## src/rtl/pid_coinc_trigger.sv

```systemverilog
// Multiplicity coincidence trigger for per-channel electron/muon/pion PID match pulses.
// Optional macro PID_TRIG_TS_EN adds a free-running cycle counter and a trigger timestamp at BASE+8.
module pid_coinc_trigger #(
    parameter int unsigned NCH      = 8,
    parameter logic [7:0]  BASE     = 8'hC0,
    parameter logic [15:0] DEAD_DEF = 16'd20
) (
    input  logic           clk,
    input  logic           rst,
    input  logic [NCH-1:0] electron,
    input  logic [NCH-1:0] muon,
    input  logic [NCH-1:0] pion,
    input  logic           busy_in,
    output logic           trig_out,
    output logic [1:0]     trig_type,
    output logic [31:0]    DataOut,
    input  logic [31:0]    DataIn,
    input  logic [7:0]     Address,
    input  logic           Read,
    input  logic           Write,
    output logic           ack
);

    localparam int unsigned NB = 3 * NCH;

`ifdef PID_TRIG_TS_EN
    localparam logic [7:0] LAST_OFF = 8'd8;
`else
    localparam logic [7:0] LAST_OFF = 8'd7;
`endif

    typedef enum logic [1:0] {StIdle, StFire, StDead, StWaitB} state_e;

    // ------------------------------------------------------------------
    // Local bus decode and configuration registers
    // ------------------------------------------------------------------
    logic [7:0]     offset;
    logic           hit;
    logic           wr_en;
    logic           rd_en;
    logic           presc_wr;
    logic           sc_clr;

    logic [11:0]    ctrl_q;
    logic [NCH-1:0] mask_q;
    logic [23:0]    presc_q;
    logic [15:0]    dead_q;
    logic           ack_q;

    assign offset   = Address - BASE;
    assign hit      = (offset <= LAST_OFF);
    assign wr_en    = Write & hit;
    assign rd_en    = Read & hit;
    assign presc_wr = wr_en && (offset == 8'd2);
    assign sc_clr   = wr_en && (offset == 8'd7);

    always_ff @(posedge clk) begin
        if (rst) begin
            ctrl_q  <= 12'h20F;
            mask_q  <= '1;
            presc_q <= '0;
            dead_q  <= DEAD_DEF;
            ack_q   <= 1'b0;
        end else begin
            ack_q <= (Read | Write) & hit;
            if (wr_en) begin
                case (offset)
                    8'd0:    ctrl_q  <= DataIn[11:0];
                    8'd1:    mask_q  <= DataIn[NCH-1:0];
                    8'd2:    presc_q <= DataIn[23:0];
                    8'd3:    dead_q  <= DataIn[15:0];
                    default: ;
                endcase
            end
        end
    end

    assign ack = ack_q;

    logic       enable;
    logic [2:0] type_en;
    logic [3:0] win;
    logic [3:0] mult_eff;

    assign enable   = ctrl_q[0];
    assign type_en  = ctrl_q[3:1];
    assign win      = ctrl_q[7:4];
    assign mult_eff = (ctrl_q[11:8] == 4'd0) ? 4'd1 : ctrl_q[11:8];

    // ------------------------------------------------------------------
    // Input register, per-bit stretcher and coincidence
    // Bit layout of in_q / s: [NCH-1:0] electron, then muon, then pion.
    // ------------------------------------------------------------------
    logic [NB-1:0]      in_q;
    logic [NB-1:0][3:0] cnt_q;
    logic [NB-1:0]      s;
    logic [2:0][4:0]    pop;
    logic [2:0]         coinc_d;
    logic [2:0]         coinc_q;
    logic [2:0]         coinc_prev_q;
    logic [2:0]         coinc_rise;

    always_ff @(posedge clk) begin
        if (rst) begin
            in_q  <= '0;
            cnt_q <= '0;
        end else begin
            in_q <= {pion, muon, electron};
            for (int i = 0; i < NB; i++) begin
                if (in_q[i]) begin
                    cnt_q[i] <= win;
                end else if (cnt_q[i] != 4'd0) begin
                    cnt_q[i] <= cnt_q[i] - 4'd1;
                end
            end
        end
    end

    always_comb begin
        s = '0;
        for (int i = 0; i < NB; i++) begin
            s[i] = in_q[i] | (cnt_q[i] != 4'd0);
        end
    end

    always_comb begin
        pop     = '0;
        coinc_d = '0;
        for (int t = 0; t < 3; t++) begin
            for (int c = 0; c < NCH; c++) begin
                pop[t] = pop[t] + {4'd0, s[t*NCH + c] & mask_q[c]};
            end
            coinc_d[t] = (pop[t] >= {1'b0, mult_eff});
        end
    end

    always_ff @(posedge clk) begin
        if (rst) begin
            coinc_q      <= '0;
            coinc_prev_q <= '0;
        end else begin
            coinc_q      <= coinc_d;
            coinc_prev_q <= coinc_q;
        end
    end

    assign coinc_rise = coinc_q & ~coinc_prev_q;

    // ------------------------------------------------------------------
    // Trigger FSM with per-type prescale and deadtime
    // ------------------------------------------------------------------
    state_e          state_q, state_d;
    logic [15:0]     dead_cnt_q, dead_cnt_d;
    logic [2:0][7:0] pcnt_q, pcnt_d;
    logic [2:0][7:0] presc_val;
    logic [1:0]      type_q, type_d;
    logic            trig_q;
    logic [2:0]      cand;
    logic [1:0]      sel;

    assign presc_val = {presc_q[7:0], presc_q[15:8], presc_q[23:16]};
    assign cand      = coinc_q & type_en;

    always_comb begin
        sel        = 2'd0;
        state_d    = state_q;
        dead_cnt_d = dead_cnt_q;
        pcnt_d     = pcnt_q;
        type_d     = type_q;

        // Pion outranks muon outranks electron.
        if (cand[2]) begin
            sel = 2'd2;
        end else if (cand[1]) begin
            sel = 2'd1;
        end

        case (state_q)
            StIdle: begin
                if (enable && (cand != 3'b000)) begin
                    if (pcnt_q[sel] == presc_val[sel]) begin
                        pcnt_d[sel] = 8'd0;
                        state_d     = StFire;
                        type_d      = sel + 2'd1;
                    end else begin
                        pcnt_d[sel] = pcnt_q[sel] + 8'd1;
                    end
                end
            end
            StFire: begin
                if (dead_q == 16'd0) begin
                    state_d = StWaitB;
                end else begin
                    state_d    = StDead;
                    dead_cnt_d = dead_q;
                end
            end
            StDead: begin
                if (dead_cnt_q <= 16'd1) begin
                    state_d = StWaitB;
                end else begin
                    dead_cnt_d = dead_cnt_q - 16'd1;
                end
            end
            StWaitB: begin
                if (!busy_in) begin
                    state_d = StIdle;
                end
            end
            default: state_d = StIdle;
        endcase

        if (!enable) begin
            state_d = StIdle;
        end
        if (presc_wr) begin
            pcnt_d = '0;
        end
    end

    // trig_out follows FIRE by one register stage, so a registered FIRE always completes.
    always_ff @(posedge clk) begin
        if (rst) begin
            state_q    <= StIdle;
            dead_cnt_q <= '0;
            pcnt_q     <= '0;
            type_q     <= 2'b00;
            trig_q     <= 1'b0;
        end else begin
            state_q    <= state_d;
            dead_cnt_q <= dead_cnt_d;
            pcnt_q     <= pcnt_d;
            type_q     <= type_d;
            trig_q     <= (state_q == StFire);
        end
    end

    assign trig_out  = trig_q;
    assign trig_type = type_q;

    // ------------------------------------------------------------------
    // Scalers (saturating); a write to offset 7 clears all four
    // ------------------------------------------------------------------
    logic [2:0][31:0] raw_q;
    logic [31:0]      acc_q;

    always_ff @(posedge clk) begin
        if (rst || sc_clr) begin
            raw_q <= '0;
            acc_q <= '0;
        end else begin
            for (int t = 0; t < 3; t++) begin
                if (coinc_rise[t] && (raw_q[t] != 32'hFFFF_FFFF)) begin
                    raw_q[t] <= raw_q[t] + 32'd1;
                end
            end
            if ((state_q == StFire) && (acc_q != 32'hFFFF_FFFF)) begin
                acc_q <= acc_q + 32'd1;
            end
        end
    end

`ifdef PID_TRIG_TS_EN
    logic [31:0] ts_cnt_q;
    logic [31:0] ts_q;

    always_ff @(posedge clk) begin
        if (rst) begin
            ts_cnt_q <= '0;
            ts_q     <= '0;
        end else begin
            ts_cnt_q <= ts_cnt_q + 32'd1;
            if ((state_q == StIdle) && (state_d == StFire)) begin
                ts_q <= ts_cnt_q;
            end
        end
    end
`endif

    // ------------------------------------------------------------------
    // Read mux: zero unless addressed, so DataOut can be OR'd on the bus
    // ------------------------------------------------------------------
    always_comb begin
        DataOut = '0;
        if (rd_en) begin
            case (offset)
                8'd0:    DataOut = {20'd0, ctrl_q};
                8'd1:    DataOut[NCH-1:0] = mask_q;
                8'd2:    DataOut = {8'd0, presc_q};
                8'd3:    DataOut = {16'd0, dead_q};
                8'd4:    DataOut = raw_q[0];
                8'd5:    DataOut = raw_q[1];
                8'd6:    DataOut = raw_q[2];
                8'd7:    DataOut = acc_q;
`ifdef PID_TRIG_TS_EN
                8'd8:    DataOut = ts_q;
`endif
                default: DataOut = '0;
            endcase
        end
    end

    logic unused_bits;
    assign unused_bits = ^DataIn[31:24];

endmodule
```

## config.mk

```make
export PLATFORM = sky130hd
export DESIGN_NAME = pid_coinc_trigger
export DESIGN_NICKNAME = d
export VERILOG_FILES = /design/src/rtl/pid_coinc_trigger.sv
export SDC_FILE = /design/constraint.sdc
export NUM_CORES = 1
export LEC_CHECK = 0
export BUFFER_PORTS_ARGS = -buffer_cell sky130_fd_sc_hd__clkbuf_2
export CAP_MARGIN = 20
export CORE_MARGIN = 5
export CORE_UTILIZATION = 56
export DETAILED_ROUTE_END_ITERATION = 16
export HOLD_SLACK_MARGIN = 0.1
export PLACE_DENSITY = 0.74
export SLEW_MARGIN = 5
export SYNTH_ARGS = -nofsm -noshare
export SYNTH_HDL_FRONTEND = slang
export SYNTH_SLANG_ARGS = --single-unit
```

## constraint.sdc

```tcl
create_clock -name clk -period 7.3 [get_ports clk]
set_clock_uncertainty 0.05 [all_clocks]
set_input_delay 1.095 -clock clk [delete_from_list [all_inputs] [get_ports clk]]
set_output_delay 1.095 -clock clk [all_outputs]
set_load 0.05 [all_outputs]
```

=== Yosys cells after proc, flatten, opt, wreduce, memory -nomap -nowiden ===
Cells that the tools add are included.

* Bits in registers: 360
* Bits of input ports: 69
* Output and inout bits: 36
* Logic and storage cells: 326

* Add/subtract/negate cells: 53
* Magnitude comparators: 7
* Equality and inequality tests: 21
* Muxes and demuxes: 71
* Bitwise gates (word level): 58
* Reduce and logical (&&, ||, !) cells: 73

{| class="wikitable"
|+ Operator list
! operator !! count
|-
| 4-bit two-way mux || 49
|-
| 24-bit case mux with 7 select lines || 1
|-
| 32-bit by 1-bit adder with 32-bit output (second input constant) || 4
|-
| 32-bit inequality test (second input constant) || 4
|-
| 4-bit nonzero test || 24
|-
| 4-bit by 1-bit subtractor with 4-bit output (second input constant) || 24
|-
| 8-bit case mux with 8 select lines || 1
|-
| 2-bit nonzero test || 25
|-
| 5-bit by 1-bit adder with 5-bit output || 9
|-
| 8-bit binary-select mux with 2-bit select || 2
|-
| 8-bit by 3-bit equality test with 1-bit output (second input constant) || 4
|-
| 16-bit two-way mux || 2
|-
| 32-bit two-way mux || 1
|-
| 16-bit case mux with 2 select lines || 1
|-
| 1-bit bitwise AND || 27
|-
| 1-bit OR || 25
|-
| 24-bit bitwise AND || 1
|-
| 24-bit bitwise mux || 1
|-
| 24-bit two-way mux || 1
|-
| 8-bit two-way mux || 3
|-
| 24-bit inverter || 1
|-
| 8-bit demux with 2-bit select || 1
|-
| 8-bit by 2-bit equality test with 1-bit output (second input constant) || 2
|-
| 16-bit by 1-bit less-or-equal comparator with 1-bit output (second input constant) || 1
|-
| 34 further kinds || 69
|}

=== Longest topological paths before layout ===
* Depth after elaboration: 11
* Depth in mapped cells: 17

=== Least setup slack after synthesis ===
OpenSTA, ideal clock, no wires.

* Path kind: in2out
* Start point: input port Address[3]
* End point: output port DataOut[5]
* Arrival: 3536 ps
* Data required time: 6155 ps
* Slack: 2619 ps
* Cell stages on the path: 7
* Buffers on the path: 1
* Cells stage by stage: nor4_1 clkbuf_1 nand2_1 nor2_1 a221oi_1 a21o_1 a31oi_1

* Word-level cells in the longest chain between the ends: 4

{| class="wikitable"
|+ RTL lines
! element !! RTL line !! text
|-
| start: declaration || 18 || <nowiki>input logic [7:0] Address,</nowiki>
|-
| 8-bit subtractor (*) || 50 || <nowiki>assign offset = Address - BASE;</nowiki>
|-
| 8-bit by 3-bit less-or-equal comparator with 1-bit output, or another cell as far along || 51 || <nowiki>assign hit = (offset <= LAST_OFF);</nowiki>
|-
| 1-bit bitwise AND or 8-bit case mux with 8 select lines (tied branches) || 53, 286 ||
|-
| 32-bit two-way mux (*) || 285 || <nowiki>if (rd_en) begin</nowiki>
|-
| end: declaration || 16 || <nowiki>output logic [31:0] DataOut,</nowiki>
|}

Every way passes the cells marked *; elsewhere a longest branch is shown, timed or not.

=== Final worst setup path ===
Ends and elaborated chain as after synthesis.

==> impl_metrics.json <==
{
  "start_util": 0.566,
  "crit_chain": "clkbuf_2 -> nor4_2 -> buf_4 -> nand2_1 -> nor2_1 -> a221oi_1 -> a21o_1 -> a31oi_1 -> clkbuf_2",
  "grt_usage": 0.270,
  "cp-end-kind": "output port",
  "vdd_ir_drop_max_mv": 0.403,
  "syn_inst": 2509,
  "rsz0062_at_grt": "no",
  "viasPerCell": 5.89,
  "place.gp.congestion": 0.930,
  "status": "finished, final reports clean",
  "r2r_cells": 17,
  "reg2reg_to": "coinc_q[1]",
  "cts_hold_buf": 0,
  "htree_num_levels": 2,
  "ys_warn_count": 0,
  "worstPathArrival_ns": 3.80,
  "dieArea_um2": 38700,
  "hold_path_end": "pcnt_q[5]",
  "hold_viol_final": 0,
  "max_stage_delay_ns": 0.81,
  "core-area_um2": 34500,
  "numCtsBuffers": 40,
  "cp.buffers_inverters": 3,
  "synth-edff-count": 0,
  "hp-start": "pcnt_q[5]",
  "cp.required_ns": 6.15,
  "final_nets": 2684,
  "worst_pin_slew_ns": 1.08,
  "crit_type": "input pin to output port",
  "cts_root_buf": "clkbuf_16",
  "synthFlopType": "dfxtp_1",
  "r2r_slack_ns": 2.81,
  "die_w_um": 197,
  "clkLatencyLatePin_ns": 0.55,
  "finalCriticalPeriod_ns": 4.95,
  "port_buffers": 96,
  "post_cts_buffers": 0,
  "die_y_um": 197,
  "dr.pass1.iters": 6,
  "cpMostUsedCell": "clkbuf_2",
  "hpwl_um": 37300,
  "worstSetupStartpointType": "input pin",
  "routedWlPerCell_um": 17.9,
  "cts-resized-gates": 0,
  "grt_pass1_wl_um": 86100,
  "clk_pin_slew_ns": 0.06,
  "hold_class": "register to register",
  "p_per_area_nw_per_um2": 443,
  "finalWirelength_um": 53700,
  "synth_top_area_frac": 0.369,
  "tritoncts": "done",
  "fillers": 3009,
  "overflow": 0,
  "ys_seq_area_frac": 0.369,
  "synth_nets": 2671,
  "syn_area_um2": 19500,
  "antenna_found_initial": 4,
  "drive_above_1_share": 0.0875,
  "drt_iter0_markers": 1605,
  "synth_cell_type_count": 73,
  "finalMaxSlewViolations": 0,
  "slowest_stage": "nor2_1",
  "drc": 0,
  "path_max_fanout": 15,
  "synth_most_common_cell": "nor2_1",
  "avgSynthCellArea_um2": 7.78,
  "final_util": 0.627,
  "num_rows": 68,
  "period_share": 0.678,
  "finalSetupTns_ns": 0,
  "yosys-top-cells-area": "dfxtp_1 37%, nor2_1 7.9%, a21oi_1 6.0%, nand2_1 5.6%, ha_1 5.2%",
  "area_growth_syn_to_layout_pct": 10.6,
  "setup_violations": 0,
  "r2r_start": "cnt_q[32]",
  "min_path_cells": 2,
  "ios": 105,
  "ctsLongestPathBuffers": 3,
  "grt_max_degree": 73,
  "slew_headroom": 0.276,
  "leakagePower_nw": 8.31,
  "via_count": 17704,
  "yosys.area.top_type": "dfxtp_1",
  "grt_pass1_vias": 16664,
  "max_freq_mhz": 202,
  "crit_family": "simple AND/OR/NAND/NOR gates",
  "ys_ff_latch": 360,
  "cap_violations": 0,
  "ant_nets": 0,
  "clock-sinks": 360,
  "synth_common_cells": "413 x nor2_1, 360 x dfxtp_1, 291 x nand2_1",
  "postSynth.asyncResetShare": 0
}
[per-layer routing]
| layer | GRT usage | up-vias | wire length [µm] |
|---|---|---|---|
| met4 | 0.129 | 6 | 2690 |
| li1 | - | 8607 | - |
| met3 | 0.0475 | 157 | 3840 |
| met2 | 0.441 | 611 | 25000 |
| met5 | 0 | - | 47 |
| met1 | 0.347 | 8323 | 22200 |
[layout make-up]
| class | count | area [µm²] | share of cell area |
|---|---|---|---|
| multi-input cells | 1891 | 11300 | 0.526 |
| flip-flops and latches | 360 | 7210 | 0.334 |
| clock buffers | 57 | 1200 | 0.0554 |
| repair buffers | 119 | 676 | 0.0313 |
| well taps | 455 | 569 | 0.0264 |
| inverters | 110 | 413 | 0.0191 |
| clock inverters | 13 | 176 | 0.00817 |
| diodes | 1 | 2.50 | 0.000116 |
[worst max-delay path by stage]
stage	cells after the start	slack, ns	end	start
CTS	9	2.47	DataOut[5]	Address[3]
global route	9	2.21	DataOut[5]	Address[3]
global placement	9	2.48	DataOut[5]	Address[3]
detailed placement	9	2.48	DataOut[5]	Address[3]
floorplan	7	2.62	DataOut[5]	Address[3]
finish	9	2.35	DataOut[5]	Address[3]
[cells in the final DEF, fill, tap and decap left out, drive strengths merged, types with 34 or more instances in the layout]
cell    instances
dfxtp         360
or3            42
nor3           66
nand3          82
a21oi         235
nor2          413
o21ai          46
a211oi         41
nor2b          36
inv           112
mux2i          40
ha             81
and3           35
nand2         291
xor2           75
clkbuf        152
nand4          34
xnor2          97
[flip-flops by register name (all words and copies together) (netlist names), 2 cells and up]
signal and count:
coinc_prev_q 3, coinc_q 3, state_q 2, in_q 24, presc_q 24, trig_type 2
dead_cnt_q 16, acc_q 32, cnt_q 96, dead_q 16, raw_q 96, ctrl_q 12
mask_q 8, pcnt_q 24
[stage by stage]
stage	hold slack, ns	instances	instance area (µm²)	setup slack [ns]	power (mW)
floorplan	0.381	2509	19500	2.62	6.41
global route	0.419	3006	21600	2.21	10.5
finish	0.400	3006	21600	2.35	9.56
global placement	0.388	2931	20200	2.48	7.16
detailed placement	0.393	2931	20200	2.48	7.41
CTS	0.401	3001	21500	2.47	9.61
[cell families after synthesis]
logic type,after synthesis,synth area share
and+or+nand+nor,1090,0.255
AOI/OAI and AO/OA,477,0.151
DFF,360,0.369
buffers and inverters,258,0.0509
xor gates and xnor gates,172,0.0772
adders and majority gates,93,0.0642
muxes,59,0.0315
[worst reg2reg max path, stage by stage (launching register included)]
cell and delay, ns:
dfxtp_1 0.33, inv_1 0.09, ha_1 0.17, nand2_1 0.13
o21ai_0 0.39, fa_1 0.53, fa_1 0.55, inv_1 0.05
fa_1 0.55, ha_1 0.17, inv_1 0.05, fa_1 0.47
inv_1 0.04, ha_1 0.26, a21o_1 0.16, a21o_1 0.17
a21oi_1 0.14, nor2_1 0.05
[power breakdown]
group | total (mW) | internal, mW | switching (mW)
clock network | 2.11 | 1.28 | 0.830
logic | 4.87 | 2.15 | 2.72
registers | 2.58 | 2.30 | 0.276
total | 9.56 | 5.73 | 3.82
Power figures use the tool's default switching activity.
